**src/rtl/gerador_janela.sv**
```systemverilog
// rtl/gerador_janela.sv - 3x3 sliding-window generator for a raster pixel stream
//
// Purpose: turns a raster-order 8-bit pixel stream into 3x3 windows for a
// median filter. Two line buffers hold the previous two image lines. Three
// 2-deep shift registers hold columns c-2 and c-1 of the three window rows.
//
// Ports:
//   clk          system clock, rising edge
//   rst          asynchronous active-high reset
//   pix_in       incoming pixel, raster order
//   pix_valid    pix_in accepted on this edge (no backpressure)
//   sof          start of frame, qualified by pix_valid; marks pixel (0,0)
//   E0..E8       window, row-major (E0 top-left, E4 centre, E8 bottom-right)
//   janela_valid one-cycle pulse when E0..E8 hold a complete new window
module gerador_janela #(
  parameter int LARGURA = 64,
  parameter int ALTURA  = 64
) (
  input  logic       clk,
  input  logic       rst,
  input  logic [7:0] pix_in,
  input  logic       pix_valid,
  input  logic       sof,
  output logic [7:0] E0,
  output logic [7:0] E1,
  output logic [7:0] E2,
  output logic [7:0] E3,
  output logic [7:0] E4,
  output logic [7:0] E5,
  output logic [7:0] E6,
  output logic [7:0] E7,
  output logic [7:0] E8,
  output logic       janela_valid
);

  localparam int CW = (LARGURA > 1) ? $clog2(LARGURA) : 1;
  localparam int RW = (ALTURA  > 1) ? $clog2(ALTURA)  : 1;

  localparam logic [CW-1:0] COL_LAST = CW'(LARGURA - 1);
  localparam logic [RW-1:0] ROW_LAST = RW'(ALTURA - 1);
  localparam logic [CW-1:0] COL_TWO  = CW'(2);
  localparam logic [RW-1:0] ROW_TWO  = RW'(2);

  logic [CW-1:0] col;
  logic [RW-1:0] row;

  // Position of the pixel being accepted: sof forces (0,0) regardless of
  // where the counters currently are.
  logic [CW-1:0] pos_c;
  logic [RW-1:0] pos_r;
  logic [CW-1:0] col_nxt;
  logic [RW-1:0] row_nxt;

  // lb_prev holds line r-1, lb_prev2 holds line r-2, both indexed by column.
  logic [7:0] lb_prev  [LARGURA];
  logic [7:0] lb_prev2 [LARGURA];
  logic [7:0] rd_prev;
  logic [7:0] rd_prev2;

  // Column c-2 (x0) and c-1 (x1) for the top, middle and bottom rows.
  logic [7:0] t0, t1, m0, m1, b0, b1;

  always_comb begin
    pos_c = sof ? '0 : col;
    pos_r = sof ? '0 : row;
    if (pos_c == COL_LAST) begin
      col_nxt = '0;
      row_nxt = (pos_r == ROW_LAST) ? '0 : pos_r + RW'(1);
    end else begin
      col_nxt = pos_c + CW'(1);
      row_nxt = pos_r;
    end
  end

  assign rd_prev  = lb_prev[pos_c];
  assign rd_prev2 = lb_prev2[pos_c];

  // Line buffers carry no reset: their contents are only ever read into a
  // signalled window after two full lines of the current frame overwrote them.
  always_ff @(posedge clk) begin
    if (pix_valid) begin
      lb_prev2[pos_c] <= rd_prev;
      lb_prev[pos_c]  <= pix_in;
    end
  end

  always_ff @(posedge clk or posedge rst) begin
    if (rst) begin
      col          <= '0;
      row          <= '0;
      t0           <= '0;
      t1           <= '0;
      m0           <= '0;
      m1           <= '0;
      b0           <= '0;
      b1           <= '0;
      E0           <= '0;
      E1           <= '0;
      E2           <= '0;
      E3           <= '0;
      E4           <= '0;
      E5           <= '0;
      E6           <= '0;
      E7           <= '0;
      E8           <= '0;
      janela_valid <= 1'b0;
    end else if (pix_valid) begin
      col <= col_nxt;
      row <= row_nxt;
      E0  <= t0;
      E1  <= t1;
      E2  <= rd_prev2;
      E3  <= m0;
      E4  <= m1;
      E5  <= rd_prev;
      E6  <= b0;
      E7  <= b1;
      E8  <= pix_in;
      t0  <= t1;
      t1  <= rd_prev2;
      m0  <= m1;
      m1  <= rd_prev;
      b0  <= b1;
      b1  <= pix_in;
      // Shift registers may still hold the previous line for c < 2, so those
      // windows are never signalled; same for rows 0 and 1 of a frame.
      janela_valid <= (pos_r >= ROW_TWO) && (pos_c >= COL_TWO);
    end else begin
      janela_valid <= 1'b0;
    end
  end

endmodule

```
**config.mk**
```make
export PLATFORM = sky130hd
export DESIGN_NAME = gerador_janela
export DESIGN_NICKNAME = d
export VERILOG_FILES = /design/src/rtl/gerador_janela.sv
export SDC_FILE = /design/constraint.sdc
export NUM_CORES = 1
export LEC_CHECK = 0
export BUFFER_PORTS_ARGS = -buffer_cell sky130_fd_sc_hd__buf_4
export CAP_MARGIN = 20
export CORE_MARGIN = 1
export CORE_UTILIZATION = 41
export CTS_CLUSTER_SIZE = 30
export DETAILED_ROUTE_END_ITERATION = 7
export SKIP_CTS_REPAIR_TIMING = 1
export SYNTH_ARGS = -nofsm -noshare
export SYNTH_HDL_FRONTEND = slang
export SYNTH_SLANG_ARGS = --single-unit
```
**constraint.sdc**
```tcl
create_clock -name clk -period 4.2 [get_ports clk]
set_input_delay 0.21 -clock clk [delete_from_list [all_inputs] [get_ports clk]]
set_output_delay 0.21 -clock clk [all_outputs]
set_load 0.1 [all_outputs]
```
; Word level (Yosys, flattened, before mapping)
; Memory sizes are Yosys's and may differ from the RTL's. A register that Yosys moved wholly into a read port is not among the register bits.
; Index checks and enable logic that the tools add are counted.
[classes]
eq_ne = 2
reduce_logical = 1
muxes = 8
n_lt_le_gt_ge = 2
n_addsub = 2
[op_table]
columns = operator, count
row1 = 2-to-1 mux 6 bit, 5
row2 = "adder 6 x 1 -> 6 bit, second input constant", 2
row3 = "== test 6 bit, second input constant", 2
row4 = ">= comparator 6 x 2 -> 1 bit, second input constant", 2
row5 = 2-to-1 mux 1 bit, 3
row6 = logical AND 1 bit, 1
[word_totals]
inputBits = 12
register_bits = 77
ram_bits = 1024
elab_cells = 28
out_inout_bits = 73
mem_count = 2
[mem_list]
columns = name, depth, width, rd, rd_ports_with_merged_regs, wr, line
row1 = lb_prev, 64, 8, 1, 0, 1, 55  ; logic [7:0] lb_prev [LARGURA];
row2 = lb_prev2, 64, 8, 1, 1, 1, 56  ; logic [7:0] lb_prev2 [LARGURA];

; Longest topological paths before layout
[depth]
depth_word = 4
mapped_depth = 13
ltp_nobuf = 10

; Worst setup path before layout
; OpenSTA, ideal clock, no wires.
[synth_timing]
path_type = flip-flop to flip-flop
from = register col[0]
to = register m1[7]
setup_slack_ns = 0.513
arrival_ns = 3.553
n_path_buf = 3
setup_time_ns = 0.134
period_less_slack_ns = 3.687
required_ns = 4.066
path_stages_with_launch = 10
path_cell_list = dfrtp_1 buf_2 buf_2 buf_2 mux2_2 a222oi_1 o221ai_1 o211ai_1 nand4_1 mux2_2
[synth_between]
elab_chain_len = 2
[synth_lines]
columns = element, line
row1 = "start, declared", 44  ; logic [CW-1:0] col;
row2 = "start signal, assigned", 108  ; col <= col_nxt;
row3 = 2-to-1 mux 6 bit, 64  ; pos_c = sof ? '0 : col;
row4 = memory (64 x 8 bit), -
row5 = via rd_prev[7], 57  ; logic [7:0] rd_prev;
row6 = "end signal, assigned", 122  ; m1 <= rd_prev;
row7 = "end, declared", 61  ; logic [7:0] t0, t1, m0, m1, b0, b1;
; The timed path passes the listed nets, and every way through them passes these cells.
; A chain may end at the register's enable or synchronous reset.

; Final worst setup path
[layout_timing]
from = register col[2]
to = memory lb_prev2[32][1], data pin
[layout_between]
elab_chain_len = 2
[layout_lines]
columns = element, line
row1 = 2-to-1 mux 6 bit, 64
row2 = memory (64 x 8 bit), -
row3 = via rd_prev[1], 57
row4 = "end, declared", 56
; The timed path passes the listed nets, and every way through them passes these cells.

==> results.md <==
- Vias in the first global route: about 24,000
- Top post-synthesis cells by area: edfxtp_1 72%, mux4_2 5.0%, dfrtp_1 5.0%
- Area delta synth->final: 16.2%
- Critical path type: register to register
- Setup TNS: 0 ns
- Gate Count Post-Synth: roughly 2,300
- Ys async rst share: 0.0766
- Worst Path Arrival: 4.25 ns
- Skew-Pair Late Insertion Delay: about 0.70 ns
- Row count: 118
- Worst reg2reg setup slack: 0.37 ns
- LEAKAGE: approximately 0.017 uW
- Drt total wl: 118 mm
- RR Startpoint: col[2]
- Setup Skew: 0.0355 ns
- CTS tree: built
- Htree depth: 3
- DRT Pass-1 Iters: 8
- Clock Path Buffers: 3
- Die width: 325 um
- Synthesis warning total: 0
- Power density cells: 551 nW/um^2
- WP buf/inv: 3
- Die area: 106,000 um^2
- Post-synth EDFFs: 1,024
- Root buffer cell: clkbuf_16
- RSZ-0062 raised after global routing: false
- Hold wc startpoint: pix_valid
- Slew Limit Fails: 0
- Grt met3 use: 0.0386
- Global route overflow: 0
- Tcrit/Tclk final: 0.912
- Share of the synthesized area in the top cell type: 0.718
- Vias/cell: 5.95
- Proportion of layout cells with a drive suffix above 1: 0.250
- Initial DRC Count: ~3,000
- Setup crit end kind: register
- Cell Area, Synth: 42,800 um^2
- Critical Path Start Type: register
- Netlist cell types: a little over 70
- Routed Antenna Nets: 0
- Most frequent CP cell: buf_4
- Die Y: 325 um
- Initial Util: 0.414
- Top delay family on crit path: buffers and inverters
- Relative slew margins: 0.242
- Sequential-to-total area share from yosys stat: 0.768
- Worst Hold End: janela_valid
- FMAX: 261 MHz
- DRC violations left: 2
- First-pass GRT wire length: 171 mm
- Post-DP HPWL: ~70 mm
- Most Crowded Layer GR: met2
- VDD IR-drop max: 394 uV
- Met2 Usage GRT: 0.346
- R2R cell count: 7
- Worst endpoint required time: 4.62 ns
- IO Port Bufs: 84
- Final setup fails: 0
- IO Pins: 85
- Synth Area per Inst: around 19 um^2
- Synth Register Bits: 1,109
- Drt wl/cell: around 29 um
- Area occupied by multi-input gates: ~9200 um^2
- Seq. cell area: 32,900 um^2
- Hold Path Depth: 2
- Initial antenna violation count: 1
- Dominant synthesized flop cell: edfxtp_1
- Final hold violations: 0
- Nets: ~2,600
- Worst flop-to-flop path endpoint: lb_prev2[32][1]
- Max Cap Viol: 0
- Number of fill cells: 8,517
- Clock slew at reported path FFs: 0.06 ns
- Core footprint: 103,000 um^2
- Critical path peak fanout: 31
- Final min period: 3.83 ns
- Worst-margin pin slew: ~1.1 ns
- Hold slack: 0.0323 ns
- Net count after synthesis: roughly 2,300
- Worst path cell trace: buf_12 > buf_4 > mux4_2 > a221oi_1 > o22ai_1 > or4_4 > buf_4
- Gr usage total: 0.223
- Largest net degree at the start of global routing: 82
- Delay of the slowest critical-path stage: 0.77 ns
- Cell taking the most area after synthesis: edfxtp_1
- Inserted Clock Buffers: 111
- Class of the worst hold path: input port to register
- Met1 usage: 0.314
- GPL Wtd Cong: 0.925
- # clock sinks: 1,109
- Via count: ~24,000
- Slowest cell on crit path: dfrtp_4
- Failing checks: design-rule violations
- Outcome: finished with violations
==> cell families after synthesis <==
family                     after synthesis  share of synthesized area
adders and majority gates                2                   0.000585
buffers and inverters                  157                     0.0177
muxes                                  327                      0.108
xor gates and xnor gates                 2                   0.000409
and+or+nand+nor                        294                     0.0335
AOI/OAI and AO/OA                      413                     0.0717
DFF                                   1109                      0.768
==> worst max-delay path by stage <==
stage / from / endpoint / cells past startpoint
final: col[2] / lb_prev2[32][1] / 7
after CTS: col[2] / m1[3] / 8
after detailed placement: col[2] / m1[3] / 8
after global placement: col[2] / m1[3] / 8
after global routing: col[2] / lb_prev2[41][1] / 7
after floorplan: col[0] / m1[7] / 9
==> synth_stat cells, types with 7 or more instances <==
| cell type | n |
|---|---|
| a22o_1 | 7 |
| a31oi_1 | 11 |
| nand3b_1 | 8 |
| nand2b_1 | 10 |
| nand2_1 | 64 |
| or4_4 | 7 |
| a22oi_1 | 12 |
| edfxtp_1 | 1024 |
| mux4_2 | 95 |
| nor3_1 | 20 |
| nor2b_1 | 20 |
| a222oi_1 | 24 |
| mux2_2 | 100 |
| o21ai_0 | 29 |
| nor2_1 | 109 |
| buf_4 | 10 |
| a21oi_1 | 76 |
| o2bb2ai_1 | 60 |
| clkbuf_1 | 75 |
| mux2i_1 | 125 |
| nand3_1 | 24 |
| buf_1 | 8 |
| mux2_4 | 7 |
| buf_2 | 47 |
| o22ai_1 | 49 |
| dfrtp_1 | 85 |
| o211ai_1 | 24 |
| a221oi_1 | 80 |
| o221ai_1 | 8 |
| inv_1 | 8 |
==> state kept, by name, summed over array words and instances, names as in the netlist <==
signal / flops
E0: 8
E3: 8
E6: 8
b0: 8
b1: 8
col: 6
janela_valid: 1
lb_prev: 512
lb_prev2: 512
m0: 8
m1: 8
row: 6
t0: 8
t1: 8
==> cell type report <==
cell class,count,area share
flip-flops and latches,1109,0.661
repair buffers,279,0.0478
clock inverters,49,0.00928
inverters,10,0.000805
diodes,2,0.000101
well taps,1380,0.0347
multi-input cells,1038,0.185
clock buffers,156,0.0609
==> metal layers <==
| layer | vias up | share of wire |
|---|---|---|
| li1 | 9958 | - |
| met1 | 12544 | 0.41 |
| met2 | 1197 | 0.46 |
| met3 | 240 | 0.086 |
| met4 | 2 | 0.040 |
| met5 | - | 0.00011 |
==> power by group <==
group          total [uW]  internal, uW  switching, uW
combinational        5010          1470           3540
clock                9500          5390           4100
sequential          12900         12700            232
==> placed cells by master (no fill, tap or decap), types with 7 or more instances in the layout <==
master,synthesis,layout
a21oi_1,76,76
a221oi_1,80,80
a222oi_1,24,24
a22o_1,7,7
a22oi_1,12,12
a31oi_1,11,11
buf_12,2,22
buf_4,10,255
clkbuf_1,75,38
clkbuf_16,0,112
clkinv_1,2,17
clkinv_2,0,17
dfrtp_1,85,82
edfxtp_1,1024,1024
inv_1,8,7
mux2_2,100,100
mux2_4,7,7
mux2i_1,125,125
mux4_2,95,95
nand2_1,64,64
nand2b_1,10,10
nand3_1,24,24
nand3b_1,8,8
nor2_1,109,109
nor2b_1,20,17
nor3_1,20,19
o211ai_1,24,24
o21ai_0,29,29
o221ai_1,8,8
o22ai_1,49,49
o2bb2ai_1,60,60
or4_4,7,7
==> stage by stage <==
stage	area, um^2	setup WS, ns	total power (uW)	utilization	std cells
3_5_place_dp	46200	0.381	18100	0.447	3814
4_1_cts	49700	0.373	27500	0.480	4019
2_1_floorplan	42800	0.513	16400	-	2304
5_1_grt	49700	0.208	28200	0.480	4021
3_3_place_gp	46200	0.428	18100	0.447	3814
6_report	49700	0.372	27400	0.480	4023
No activity file was read; power rests on OpenSTA's default activity.
